==> config.mk <==
export PLATFORM = sky130hd
export DESIGN_NAME = linebuf_ctrl_flat
export DESIGN_NICKNAME = d
export VERILOG_FILES = /design/src/rtl/linebuf_ctrl_if.sv /design/src/rtl/linebuf_ctrl.sv /design/src/flat_wrapper.sv
export SDC_FILE = /design/constraint.sdc
export NUM_CORES = 1
export LEC_CHECK = 0
export ABC_AREA = 1
export BUFFER_PORTS_ARGS = -buffer_cell sky130_fd_sc_hd__buf_2
export CAP_MARGIN = 20
export CELL_PAD_IN_SITES_DETAIL_PLACEMENT = 0
export CELL_PAD_IN_SITES_GLOBAL_PLACEMENT = 1
export CORE_MARGIN = 8
export CORE_UTILIZATION = 35
export CTS_BUF_LIST = sky130_fd_sc_hd__clkbuf_4
export DETAILED_ROUTE_END_ITERATION = 6
export GPL_ROUTABILITY_DRIVEN = 0
export GPL_TIMING_DRIVEN = 0
export PLACE_DENSITY_LB_ADDON = 0.1
export REMOVE_ABC_BUFFERS = 1
export SKIP_LAST_GASP = 1
export SYNTH_ARGS = -nofsm -noshare
export SYNTH_HDL_FRONTEND = slang
export SYNTH_SLANG_ARGS = --single-unit
==> constraint.sdc <==
create_clock -name clk -period 1.8 [get_ports clk]
set_clock_uncertainty 0.15 [all_clocks]
set_input_delay 0.09 -clock clk [delete_from_list [all_inputs] [get_ports clk]]
set_output_delay 0.09 -clock clk [all_outputs]
set_load 0.005 [all_outputs]
==> src/rtl/linebuf_ctrl_if.sv <==
`default_nettype none
// ============================================================================
//  Module      : linebuf_ctrl_if
//  Description : Frame request, pixel stream and line-buffer port bundle
//                for the line-buffer sequencer.
//  Revision    : 1.0  initial release
// ============================================================================
interface linebuf_ctrl_if #(
    parameter int BSIZE  = 5,
    parameter int FSIZE  = 3,
    parameter int DWIDTH = 16
);
    logic                        req;
    logic [BSIZE:0]              img_size;
    logic                        in_valid;
    logic signed [DWIDTH-1:0]    in_data;
    logic                        in_ready;
    logic [FSIZE-1:0]            buf_we;
    logic [BSIZE-1:0]            buf_addr;
    logic [DWIDTH-1:0]           buf_wdata;
    logic                        win_valid;
    logic [$clog2(FSIZE)-1:0]    win_top;
    logic                        ack;

    // Frame source / pixel producer side
    modport master (
        output req, img_size, in_valid, in_data,
        input  in_ready, buf_we, buf_addr, buf_wdata, win_valid, win_top, ack
    );

    // Sequencer side
    modport slave (
        input  req, img_size, in_valid, in_data,
        output in_ready, buf_we, buf_addr, buf_wdata, win_valid, win_top, ack
    );
endinterface
`default_nettype wire

==> src/rtl/linebuf_ctrl.sv <==
`default_nettype none
// ============================================================================
//  Module      : linebuf_ctrl
//  Description : Sequences a square frame into FSIZE rotating line buffers,
//                flagging each buffered column once FSIZE-1 rows are stored.
//  Revision    : 1.0  initial release
// ============================================================================
module linebuf_ctrl #(
    parameter int BSIZE  = 5,
    parameter int FSIZE  = 3,
    parameter int DWIDTH = 16
) (
    input  wire logic       clk,
    input  wire logic       rst,
    linebuf_ctrl_if.slave   bus
);
    localparam int               c_PW         = $clog2(FSIZE);
    localparam logic [c_PW-1:0]  c_PTR_LAST   = c_PW'(FSIZE - 1);
    localparam logic [BSIZE:0]   c_FILL_LAST  = (BSIZE+1)'(FSIZE - 2);
    localparam logic [BSIZE:0]   c_MIN_SIZE   = (BSIZE+1)'(FSIZE);
    localparam logic [BSIZE:0]   c_MAX_SIZE   = (BSIZE+1)'(2**BSIZE);

    typedef enum logic [1:0] {
        S_IDLE   = 2'd0,
        S_FILL   = 2'd1,
        S_STREAM = 2'd2,
        S_DONE   = 2'd3
    } state_t;

    state_t             r_state;
    state_t             w_state_next;
    logic [BSIZE:0]     r_size;
    logic [BSIZE:0]     r_col;
    logic [BSIZE:0]     r_row;
    logic [c_PW-1:0]    r_wr_ptr;
    logic [BSIZE-1:0]   r_addr;
    logic               r_win_valid;
    logic [c_PW-1:0]    r_win_top;

    logic               w_in_ready;
    logic               w_accept;
    logic               w_wrap;
    logic [BSIZE:0]     w_last_col;
    logic [c_PW-1:0]    w_ptr_next;
    logic               w_ack;

    // Ready depends on state only, so accept never loops back through in_valid
    assign w_in_ready = (r_state == S_FILL) || (r_state == S_STREAM);
    assign w_accept   = bus.in_valid && w_in_ready;
    assign w_last_col = r_size - 1'b1;
    assign w_wrap     = w_accept && (r_col == w_last_col);
    assign w_ptr_next = (r_wr_ptr == c_PTR_LAST) ? '0 : r_wr_ptr + 1'b1;

    // State register
    always_ff @(posedge clk or posedge rst) begin
        if (rst) begin
            r_state <= S_IDLE;
        end else begin
            r_state <= w_state_next;
        end
    end

    // Next-state decode and frame-complete pulse
    always_comb begin
        w_state_next = r_state;
        w_ack        = 1'b0;
        case (r_state)
            S_IDLE: begin
                if (bus.req) begin
                    // Frames too small for the kernel or too wide for the
                    // buffers are acknowledged without taking any pixels
                    if ((bus.img_size < c_MIN_SIZE) || (bus.img_size > c_MAX_SIZE)) begin
                        w_state_next = S_DONE;
                    end else begin
                        w_state_next = S_FILL;
                    end
                end
            end
            S_FILL: begin
                if (w_wrap && (r_row == c_FILL_LAST)) begin
                    w_state_next = S_STREAM;
                end
            end
            S_STREAM: begin
                if (w_wrap && (r_row == w_last_col)) begin
                    w_state_next = S_DONE;
                end
            end
            S_DONE: begin
                w_ack        = 1'b1;
                w_state_next = S_IDLE;
            end
            default: w_state_next = S_IDLE;
        endcase
    end

    // Column/row/buffer-pointer counters and the registered window flag,
    // which lines up with the one-cycle read latency of the line buffers
    always_ff @(posedge clk or posedge rst) begin
        if (rst) begin
            r_size      <= '0;
            r_col       <= '0;
            r_row       <= '0;
            r_wr_ptr    <= '0;
            r_addr      <= '0;
            r_win_valid <= 1'b0;
            r_win_top   <= '0;
        end else begin
            if ((r_state == S_IDLE) && bus.req) begin
                r_size   <= bus.img_size;
                r_col    <= '0;
                r_row    <= '0;
                r_wr_ptr <= '0;
            end else if (w_accept) begin
                r_addr <= r_col[BSIZE-1:0];
                if (w_wrap) begin
                    r_col    <= '0;
                    r_row    <= r_row + 1'b1;
                    r_wr_ptr <= w_ptr_next;
                end else begin
                    r_col <= r_col + 1'b1;
                end
            end
            r_win_valid <= w_accept && (r_state == S_STREAM);
            // The buffer after the one being written holds the oldest row
            if (w_accept && (r_state == S_STREAM)) begin
                r_win_top <= w_ptr_next;
            end
        end
    end

    assign bus.in_ready  = w_in_ready;
    assign bus.buf_we    = w_accept ? (FSIZE'(1) << r_wr_ptr) : '0;
    assign bus.buf_addr  = w_accept ? r_col[BSIZE-1:0] : r_addr;
    assign bus.buf_wdata = w_accept ? bus.in_data : '0;
    assign bus.win_valid = r_win_valid;
    assign bus.win_top   = r_win_top;
    assign bus.ack       = w_ack;

endmodule
`default_nettype wire
==> src/flat_wrapper.sv <==
// flat-port wrapper written by rule: the top's interface ports become plain ports
module linebuf_ctrl_flat 
#(
    parameter int BSIZE  = 5,
    parameter int FSIZE  = 3,
    parameter int DWIDTH = 16
)
  (clk, rst, bus_req, bus_img_size, bus_in_valid, bus_in_data, bus_in_ready, bus_buf_we, bus_buf_addr, bus_buf_wdata, bus_win_valid, bus_win_top, bus_ack);
  linebuf_ctrl_if #(.BSIZE(BSIZE), .FSIZE(FSIZE), .DWIDTH(DWIDTH)) bus_i ();
  input  wire logic clk;
  input  wire logic rst;
  input wire logic [$bits(bus_i.req)-1:0] bus_req;
  input wire logic [$bits(bus_i.img_size)-1:0] bus_img_size;
  input wire logic [$bits(bus_i.in_valid)-1:0] bus_in_valid;
  input wire logic [$bits(bus_i.in_data)-1:0] bus_in_data;
  output wire logic [$bits(bus_i.in_ready)-1:0] bus_in_ready;
  output wire logic [$bits(bus_i.buf_we)-1:0] bus_buf_we;
  output wire logic [$bits(bus_i.buf_addr)-1:0] bus_buf_addr;
  output wire logic [$bits(bus_i.buf_wdata)-1:0] bus_buf_wdata;
  output wire logic [$bits(bus_i.win_valid)-1:0] bus_win_valid;
  output wire logic [$bits(bus_i.win_top)-1:0] bus_win_top;
  output wire logic [$bits(bus_i.ack)-1:0] bus_ack;
  assign bus_i.req = bus_req;
  assign bus_i.img_size = bus_img_size;
  assign bus_i.in_valid = bus_in_valid;
  assign bus_i.in_data = bus_in_data;
  assign bus_in_ready = bus_i.in_ready;
  assign bus_buf_we = bus_i.buf_we;
  assign bus_buf_addr = bus_i.buf_addr;
  assign bus_buf_wdata = bus_i.buf_wdata;
  assign bus_win_valid = bus_i.win_valid;
  assign bus_win_top = bus_i.win_top;
  assign bus_ack = bus_i.ack;
  linebuf_ctrl #(.BSIZE(BSIZE), .FSIZE(FSIZE), .DWIDTH(DWIDTH)) u_core (.clk(clk), .rst(rst), .bus(bus_i));
endmodule
# Word-level counts from Yosys, hierarchy flattened
# Index checks and enable logic that the tools add are counted.
# Widths: inputs -> output; s select.
dict set report classes {
  eq_ne 10
  magnitude_cmp 2
  n_addsub 4
  reduce_logical 13
  n_shift 1
  mux 19
}
# op count
set op_table {}
lappend op_table {{$mux 6} 6}
lappend op_table {{$mux 16} 1}
lappend op_table {{$mux 2} 8}
lappend op_table {{$add 6x1->6 const B} 2}
lappend op_table {{$eq 6x6->1} 2}
lappend op_table {{$pmux 2 s4} 1}
lappend op_table {{$eq 2x2->1 const B} 3}
lappend op_table {{$eq 6x1->1 const B} 1}
lappend op_table {{$gt 6x6->1 const B} 1}
lappend op_table {{$logic_and 1x1->1} 6}
lappend op_table {{$lt 6x2->1 const B} 1}
lappend op_table {{$ne 2x2->1 const B} 3}
lappend op_table {{$sub 6x1->6 const B} 1}
lappend op_table {{$mux 5} 1}
lappend op_table {{$reduce_bool 2->1} 2}
lappend op_table {{$mux 3} 1}
lappend op_table {{$reduce_and 3->1} 1}
lappend op_table {{$shl 1x2->3 const A} 1}
lappend op_table {{$add 2x1->2 const B} 1}
lappend op_table {{$eq 2x1->1 const B} 1}
lappend op_table {{$logic_not 2->1} 1}
lappend op_table {{$logic_or 1x1->1} 2}
lappend op_table {{$reduce_and 2->1} 1}
lappend op_table {{$mux 1} 1}
dict set report word_totals {
  regBits 30
  input_bits 26
}

# Depth between registers and ports, before layout
# Gate-level depths: netlist of the first run.
dict set report logic_depth {
  word_depth 7
  mapped_depth 16
  ltp_nobuf 16
}

# Least setup slack after synthesis of the first run
# OpenSTA, ideal clock, no wires.
dict set report synth_path {
  kind {register to register}
  startpoint {register u_core.r_state[0]}
  endpoint {register u_core.r_state[0]}
  path_slack_ps -255
  arrival_time_ps 1788
  stages_incl_launch_ff 16
  required_ps 1533
  setup_time_ps 117
  cell_sequence {dfrtp_1 inv_1 ha_1 nand2_2 nor2_4 inv_2 nor2_2 nand2_2 nor2_4 nand2_4 nor2_8 nand2_4 nand2_4 nand3_2 nand2_1 nand2_1}
}
dict set report synth_between {
  elab_chain_len 7
}
# item line_no
set synth_rtl {}
lappend synth_rtl {{start: declaration} linebuf_ctrl.sv:30} ;# state_t r_state;
lappend synth_rtl {{start signal: assignment} linebuf_ctrl.sv:59} ;# r_state <= w_state_next;
lappend synth_rtl {{$eq 2x1->1 / $eq 2x2->1 (equally long branches)} linebuf_ctrl.sv:48} ;# assign w_in_ready = (r_state == S_FILL) || (r_state == S_STREAM);
lappend synth_rtl {{$logic_or 1x1->1 (*)} linebuf_ctrl.sv:48}
lappend synth_rtl {{net bus_in_ready} flat_wrapper.sv:16} ;# output wire logic [$bits(bus_i.in_ready)-1:0] bus_in_ready;
lappend synth_rtl {{$logic_and 1x1->1 (*)} linebuf_ctrl.sv:49} ;# assign w_accept = bus.in_valid && w_in_ready;
lappend synth_rtl {{$logic_and 1x1->1 (*)} linebuf_ctrl.sv:51} ;# assign w_wrap = w_accept && (r_col == w_last_col);
lappend synth_rtl {{$logic_and 1x1->1, on equally long branches} {linebuf_ctrl.sv:80, linebuf_ctrl.sv:85}}
lappend synth_rtl {{$ne 2x2->1 (no line)} n/a}
lappend synth_rtl {{$reduce_and 3->1 (no line) (*)} n/a}
# Mark *: on every way through the listed nets, which the timed path passes. The rest lies on a longest branch.
# A chain may end at the register's enable or synchronous reset.

# Worst setup path in the final report of the first run
dict set report layout_path {
  startpoint {register u_core.r_size[0]}
  endpoint {register u_core.r_state[0]}
}
dict set report layout_between {
  elab_chain_len 6
}
# item line_no
set layout_rtl {}
lappend layout_rtl {{start: declaration} linebuf_ctrl.sv:32} ;# logic [BSIZE:0] r_size;
lappend layout_rtl {{start signal: assignment} linebuf_ctrl.sv:110} ;# r_size <= bus.img_size;
lappend layout_rtl {{$sub 6x1->6 (*)} linebuf_ctrl.sv:50} ;# assign w_last_col = r_size - 1'b1;
lappend layout_rtl {{$eq 6x6->1} linebuf_ctrl.sv:51}
lappend layout_rtl {{$logic_and 1x1->1} linebuf_ctrl.sv:51}
lappend layout_rtl {{$logic_and 1x1->1, on equally long branches} {linebuf_ctrl.sv:80, linebuf_ctrl.sv:85}}
lappend layout_rtl {{$ne 2x2->1 (no line)} n/a}
lappend layout_rtl {{$reduce_and 3->1 (no line) (*)} n/a}
# Every way passes the cells marked *; elsewhere a longest branch is shown, timed or not.

==> results by stage, run 1 <==
Global route:
- The first global-routing pass estimated 9940 µm of wire.
- Summed over all layers, the global routing overflow is 0.
- The initial antenna violation count is 0.
- Global routing consumed, over all layers together, between 10 and 15% of the routing resources.
- The via count of the first global-routing pass was between 2,000 and 2,500.
- The maximum number of pins on one net before global-route repair is 22.

Floorplan:
- The number of primary I/O pins is 55.
- The floorplan step set the die width to approximately 94 µm.
- After floorplanning, the core was divided into 28 placement rows.
- The die covers between 8000 and 9000 µm².
- The die boundary height is about 94 µm.
- The starting density of the core is approximately 36%.
- The core box area is between 5000 and 6000 µm².

CTS:
- The source-to-sink clock delay at the later pin of the worst-skew pair is between 300 and 400 ps.
- CTS placed an instance of clkbuf_4 at the clock tree root.
- The number of CTS-inserted buffers is 5.
- The CTS tree is done.
- Clock-pin slew was measured on the worst setup and hold paths at roughly 100 ps.
- The longest clock path from root to sink contains 2 buffers.
- CTS built an H-tree with a depth of 2.
- The total clock sinks is 30.

Finish:
- The fraction of final layout cells with drive strength greater than 1 is ~38%.
- With fillers left out, the area of the finished cells amounts to between 3000 and 4000 µm².
- In the final design database the tool counted about 420 nets.
- The layout overhead on the synthesized area is 42.4%.
- The number of non-filler instances in the completed layout is between 400 and 500.
- The total of fill cells in the finished design is a little under 600.
- The count of antenna diodes in the layout is 0.

Drt:
- Using the TritonRoute via totals, the vias-per-cell ratio works out to ~4.7.
- The first-pass iteration count of the detailed router is 6.
- The final route contains approximately 2,100 vias.
- After detailed routing, the average wire length per cell comes to about 13 µm.
- The total routed wirelength is ~6200 µm.
- The number of design-rule violations left by the first detailed-router iteration is just under 90.
- In the routed design, unresolved DRC markers number 0.
- In this run the remaining antenna-violating nets after routing total 0.

Synth:
- Synthesis produced roughly 300 cells.
- The number of warnings issued by yosys is 0.
- The netlist uses 29 different library cells.
- A synthesized cell averages 7.20 µm².
- The flip-flop and latch count after synthesis is 30.
- The register area share after synthesis is between 30% and 40%.
- The total standard cell area after synthesis is between 2000 and 2500 µm².

Setup path:
- The signal on the critical path passes through inv_4, ha_4, buf_4, xnor2_1, nor2_1, nand4_1, nor2_1, nand2_4, nand2_4, nand3_2, nand2_1, nand2_1.
- The category of the worst setup path launch point is a flop.
- In this design, the stage delay of the slowest critical-path cell is ~440 ps.
- Grouping stages by cell kind, the critical path spends the most delay in simple AND/OR/NAND/NOR gates.
- STA classifies the critical path endpoint as a flop.
- On the critical path, the stage with the largest delay is an instance of dfrtp_2.
- Counting both buffers and inverters, the worst setup path holds a total of 2.
- The type of the worst setup path is reg2reg.
- At the worst endpoint, the arrival time is between 2000 and 2500 ps.
- The maximum net fanout on the critical path is 3.
- For the worst setup path, the data required time is about 1900 ps.

STA:
- Setup violations remaining at the end of the flow were counted as between 40 and 50.
- The worst hold margin is 56.0 ps.
- Derived from the worst setup path, the maximum achievable clock frequency is 503 MHz.
- Setup repair after global routing could not meet its margin everywhere.
- The max-slew violation count is 0.
- Measured against its own limit, the worst slew margin works out to around two thirds.
- Across all setup checks in the final design, the least slack found is -189 ps.
- The minimum clock period is around 2000 ps.
- The worst-margin pin slew is between 400 and 500 ps.
- The ratio of final minimum period to clock period is 110%.
- The number of hold violations in the final report was 0.

Power:
- The overall power is approximately 0.003 W.
- The analysis attributes to cell leakage a power of around 1.6 nW.
- Dividing total power by cell area gives a power density of 961 nW/µm².
- The maximum resistive drop on vdd is between 0.0004 and 0.0005 V.

Placed design:
- The sum of net half-perimeters after detailed placement is around 4300 µm.
- Including well taps, the total number of placed cells is between 400 and 500.
- After detailed placement, the total cell area comes to ~2500 µm².
- The quantity of I/O buffers inserted on ports is 54.

Run:
- The tool flagged a number of max-cap violations equal to 0.

Run status:
- The flow ran to the end, but the final reports show violations.
- The checks that failed: negative setup slack.

Worst hold path:
- The worst min-delay path category is in2reg.
cell type report:
class                           count  area [µm²]  share of cell area [%]
Clock inverter                      2        8.76                   0.288
Tap cell                           75        93.8                    3.08
Inverter                           52         201                    6.62
Clock buffer                        6        45.0                    1.48
Multi-Input combinational cell    211        1370                    45.1
Timing Repair Buffer               84         571                    18.7
Sequential cell                    30         752                    24.7
metrics by stage:
stage	setup slack [ps]	utilization, %	setup TNS (ps)
2_1_floorplan	-495	-	-6320
3_3_place_gp	-891	41.9	-21200
3_5_place_dp	-924	42.4	-22680
4_1_cts	-192	48.4	-2530
5_1_grt	-315	51.4	-9060
6_report	-189	51.4	-4280
sequential cells by signal, summed over array words and instances (netlist names):
| name | cells |
|---|---|
| u_core.r_col | 6 |
| u_core.bus.win_top | 2 |
| u_core.r_wr_ptr | 2 |
| u_core.r_row | 6 |
| u_core.r_size | 6 |
| u_core.r_state | 2 |
| u_core.r_addr | 5 |
| u_core.bus.win_valid | 1 |
worst paths after layout:
path	from	end	slack [ps]	depth (start not counted)
setup / recovery	u_core.r_size[0]	u_core.r_state[0]	-190	12
hold / removal	bus_req	u_core.r_state[0]	60	5
setup reg to reg	u_core.r_size[0]	u_core.r_state[0]	-190	12
hold reg to reg	u_core.bus.win_top[1]	u_core.bus.win_top[1]	360	1
max in group asynchronous	rst	u_core.r_size[0]	860	4
min in group asynchronous	rst	u_core.r_col[4]	160	3
cell families (layout without fill, tap and decap cells):
group | after synthesis | after routing | share of synthesized area, %
and+or+nand+nor | 163 | 164 | 38.0
muxes | 2 | 2 | 1.05
adders and majority gates | 9 | 9 | 5.27
buffers and inverters | 57 | 144 | 10.1
DFF | 30 | 30 | 35.1
xor gates and xnor gates | 7 | 7 | 2.87
AOI/OAI and AO/OA | 29 | 29 | 7.55
worst reg2reg max path, cell delays in order, from the launching register on:
cell,delay [ps]
dfrtp_2,440
inv_4,80
ha_4,200
buf_4,140
xnor2_1,110
nor2_1,110
nand4_1,130
nor2_1,200
nand2_4,70
nand2_4,60
nand3_2,70
nand2_1,70
nand2_1,50
metal layers:
metal / part of all wire [%] / track usage (%) / wire (µm)
met3: 3.2 / 2.80 / 199
met2: 48 / 23.3 / 2990
met5: 0 / 0 / 0
met1: 47 / 18.0 / 2950
met4: 1.0 / 4.76 / 65
repair_timing:
action                     CTS  global route
setup endpoints to repair   52            42
hold endpoints to repair    36             0
gates resized for setup     32            27
cloned                       1             1
pin swaps                   11             3
hold buffers                 7             0
buffers inserted            15             6
cells in the final DEF, fill, tap and decap left out, types with 5 or more instances in the layout:
master	instances
clkbuf_4	6
buf_4	18
nand2_2	9
dlygate4sd3_1	7
nor2_1	25
nand3_2	5
nand2_1	59
nand2_4	9
inv_1	44
ha_1	7
nand4_1	5
nor2_4	8
o21ai_0	10
o22ai_1	5
inv_2	6
nor2_2	6
nand3_1	25
buf_2	54
dfrtp_1	29
Yosys cell counts:
library cell | count | share of area (%)
o22ai_1 | 5 | 1.5
nand3_1 | 27 | 6.3
nand3_2 | 3 | 1.4
xnor2_1 | 3 | 1.2
nor2_2 | 6 | 1.8
a21oi_1 | 4 | 0.94
nor3_1 | 7 | 1.6
o21ai_0 | 17 | 4.0
o21ai_1 | 1 | 0.23
xor2_1 | 4 | 1.6
mux2_2 | 2 | 1.1
inv_2 | 3 | 0.53
inv_1 | 48 | 8.4
dfrtp_1 | 30 | 35
nand2_2 | 8 | 2.3
nor3b_2 | 1 | 0.59
inv_4 | 1 | 0.29
nand4_1 | 5 | 1.5
nand2_1 | 66 | 12
nor2_4 | 4 | 2.1
o21a_1 | 1 | 0.35
nand4_2 | 1 | 0.59
nor4_1 | 2 | 0.59
clkbuf_1 | 5 | 0.88
ha_1 | 9 | 5.3
nor2_1 | 29 | 5.1
nand2_4 | 3 | 1.6
a211oi_2 | 1 | 0.59
nor2_8 | 1 | 0.94
power breakdown:
part,internal [W],switching (W)
sequential,0.000879,0.000253
clock,0.000162,0.000241
combinational,0.000606,0.000782
No activity file was read; power rests on OpenSTA's default activity.
==> run 2, diff against run 1 <==
--- a/config.mk
+++ b/config.mk
@@ -5,13 +5,14 @@
 export SDC_FILE = /design/constraint.sdc
 export NUM_CORES = 1
 export LEC_CHECK = 0
-export ABC_AREA = 1
+export ABC_AREA = 0
 export BUFFER_PORTS_ARGS = -buffer_cell sky130_fd_sc_hd__buf_2
 export CAP_MARGIN = 20
 export CELL_PAD_IN_SITES_DETAIL_PLACEMENT = 0
 export CELL_PAD_IN_SITES_GLOBAL_PLACEMENT = 1
+export CORE_ASPECT_RATIO = 0.7
 export CORE_MARGIN = 8
-export CORE_UTILIZATION = 35
+export CORE_UTILIZATION = 37
 export CTS_BUF_LIST = sky130_fd_sc_hd__clkbuf_4
 export DETAILED_ROUTE_END_ITERATION = 6
 export GPL_ROUTABILITY_DRIVEN = 0
==> results by stage, run 2 <==
Run status:
- The run finished, with violations left.
- The final reports fail on negative setup slack.

Floorplan:
- The die covers roughly 8000 µm².
- The core region is approximately 5200 µm².
- The initialized floorplan defines 22 standard-cell rows.
- In this run the horizontal extent of the chip is slightly above 100 µm.
- Once the floorplan was initialized, standard cells occupied roughly two fifths of the core.
- The number of primary I/O pins is 55.
- From bottom edge to top edge, the die measures 77.4 µm.

CTS:
- TritonCTS built the clock tree.
- The clock drives 30 sinks.
- Counting along the longest clock path gives a buffer depth of 2.
- Clock-pin slew was measured on the worst setup and hold paths at approximately 100 ps.
- The source-to-sink clock delay at the later pin of the worst-skew pair is between 300 and 400 ps.
- TritonCTS created 5 clock buffers.
- The root buffer cell is clkbuf_4.
- The depth of the CTS H-tree is 2.

Global route:
- The initial antenna violation count is 0.
- The first global-routing pass estimated between 9000 and 10,000 µm of wire.
- The via count of the first global-routing pass is 1,930.
- The global-route congestion overflow total is 0.
- Entering global routing, the biggest net connects 23 pins.
- In the global route stage, overall resource usage came out at 15.0%.

Power:
- The maximum resistive drop on vdd is between 0.0008 and 0.0009 V.
- The leakage power figure is 1.59 nW.
- The overall power is 0.00530 W.
- Dividing total power by cell area gives a power density of roughly 1700 nW/µm².

Synth:
- Yosys printed 0 warnings.
- In the synthesized netlist the dominant register cell turns out to be dfrtp_1.
- The instance count of the mapped netlist is ~210.
- After synthesis, the cell types taking the most area are dfrtp_1, nand2_1, and3_1.
- The most frequently used cell type in the post-synthesis netlist is nand2_1.
- The top-area cell type share of the netlist area is between 30% and 40%.
- The number of enable-type register cells in the synthesized netlist is 0.
- The average cell area after synthesis is 9.56 µm².
- The dominant cell type by area after synthesis is dfrtp_1.
- After synthesis, the most frequently instantiated cells are nand2_1, dfrtp_1, and3_1.
- For this run, asynchronously set or reset flops after synthesis account for 100%.
- Sequential cells were found to cover 37.7% of the synthesized design area.
- The netlist uses between 40 and 50 different library cells.
- After synthesis the netlist holds a flip-flop and latch count of 30.
- The cell area that synthesis handed to floorplanning was 1990 µm².

Finish:
- The largest registers in the layout are u_core.r_col: 6 flops, u_core.r_row: 6 flops, u_core.r_size: 6 flops.
- In the layout the commonest cells are buf_2, buf_4, dfrtp_1.
- The fraction of final layout cells with drive strength greater than 1 is a little over half.
- The final layout net count is 345.
- The total of fill cells in the finished design is around 460.
- The count of antenna diodes in the layout is 0.
- The final standard cell area without fillers is roughly 3200 µm².
- Leaving out fill and tap cells, the most frequent cell in the layout is buf_2.
- Relative to the synthesized area, the layout overhead comes to 59.7%.

Setup path:
- The internal reg-to-reg setup slack is -600 ps.
- In this run the critical register-to-register path is captured at u_core.r_state[1].
- The type of element capturing the critical path is a flop.
- The type of the worst setup path is reg2reg.
- Counting cells, the worst reg-to-reg path comes to 9.
- Data on the critical path is required at its endpoint by 1880 ps.
- The category of the worst setup path launch point is a flop.
- The critical path data arrival time is about 2500 ps.
- The reg-to-reg critical path startpoint is u_core.r_size[0].
- The maximum net fanout on the critical path is 5.

Drt:
- The detail route stage leaves a number of antenna-violating nets equal to 0.
- The post-detailed-route DRC marker count is 0.
- The total routed wirelength is ~6400 µm.
- The routed length per instance is ~17 µm.
- The detail-routed via count per cell is about 4.9.
- In this run, the number of DRC markers left after iteration 0 of detailed routing was 62.
- The first detailed-routing pass ran for 4 iterations.
- The final route contains 1,868 vias.

STA:
- The timing-limited maximum frequency is between 400 and 500 MHz.
- The number of setup violations in the final report is between 40 and 50.
- The max-slew violation count is 0.
- The ratio of final minimum period to clock period is 133%.
- The worst-margin pin slew is between 500 and 600 ps.
- Setup repair after global routing could not meet its margin everywhere.
- The number of hold violations in the final report is 0.
- Once routing completed, OpenROAD measured the worst setup slack at -596 ps.
- The worst max-slew margin expressed relative to the limit is ~61%.
- The minimum clock period is approximately 2400 ps.

Worst hold path:
- The path class of the tightest hold or removal check is in2async.

Placed design:
- Buffers placed on the I/O ports in this run total 54.
- The sum of net half-perimeters after detailed placement is approximately 3800 µm.
- The area of placed instances is ~2300 µm².

Run:
- Max-cap violations in this run came to 0.
run 2: changes by cell type in the layout (fill, tap and decap cells not counted), sizes merged, moves of 17 or more:
cell   previous run  this run
and3              0        19
buf              76        93
inv              51        10
nand2            78        39
nand3            30         4
nor2             40        15
run 2: cells by family (layout without fill, tap and decap cells):
family                     Yosys count  in the layout  synth area share [%]
xor gates and xnor gates            22             22                  11.5
AOI/OAI and AO/OA                   18             18                  6.92
DFF                                 30             30                  37.7
and+or+nand+nor                     99            101                  26.6
buffers and inverters               19            120                  5.09
muxes                               11             11                  6.48
adders and majority gates            9              9                  5.66
run 2: worst max path at each step:
| stage | slack (ps) | from | depth (start not counted) | endpoint |
|---|---|---|---|---|
| detailed placement | -1740 | u_core.r_state[0] | 8 | u_core.r_wr_ptr[1] |
| CTS | -510 | u_core.r_size[1] | 9 | u_core.r_state[1] |
| global placement | -1780 | u_core.r_state[0] | 8 | u_core.r_col[4] |
| global route | -750 | u_core.r_size[0] | 9 | u_core.r_state[1] |
| finish | -600 | u_core.r_size[0] | 9 | u_core.r_state[1] |
| floorplan | -1140 | u_core.r_state[0] | 8 | u_core.r_row[1] |
run 2: area by class of cell:
cell class / instances / area, µm² / area share, %
multi-input cells: 161 / 1420 / 44.7
repair buffers: 102 / 825 / 26.0
flip-flops and latches: 30 / 751 / 23.6
well taps: 72 / 90.1 / 2.84
clock buffers: 6 / 45.0 / 1.42
inverters: 10 / 37.5 / 1.18
clock inverters: 2 / 8.76 / 0.276
run 2: repair_timing:
action	in CTS	in global routing
setup endpoints to repair	49	38
pin swaps	15	23
hold buffers	7	0
cloned	1	3
setup buffers	23	15
endpoints found under the hold margin	17	0
resized for setup	35	53
run 2: power breakdown:
part,switching (W),internal [W]
Combinational,0.00163,0.00215
Clock,0.000255,0.000162
Sequential,0.000234,0.000864
Total,0.00212,0.00318
run 2: stage by stage:
step                hold WS, ps  cells  util, %  setup TNS [ps]  worst slack (ps)
floorplan                  30.8    199        -          -16120             -1140
global placement            146    325     43.9          -30400             -1780
detailed placement         44.5    326     44.5          -30000             -1740
CTS                         122    365     53.1           -6250              -515
global route                221    383     61.1          -14860              -755
finish                      184    383     61.1          -10720              -596
run 2: worst max-delay path, stage by stage, from the launching register on:
cell,delay [ps]
dfrtp_1,410
inv_2,90
ha_4,140
nor3b_4,230
xnor2_2,110
nor4b_4,290
buf_4,190
nand4_1,140
a21oi_2,230
mux2_4,320
run 2: metal layers:
metal  share of wire [%]  global-route usage [%]  wire [µm]  vias up
li1                    -                       -          -      918
met1                  48                    20.3       3070      880
met2                  42                    21.8       2700       65
met3                 8.4                    5.20        537        5
met4                0.99                    4.82         63        0
met5                   0                       0          0        -
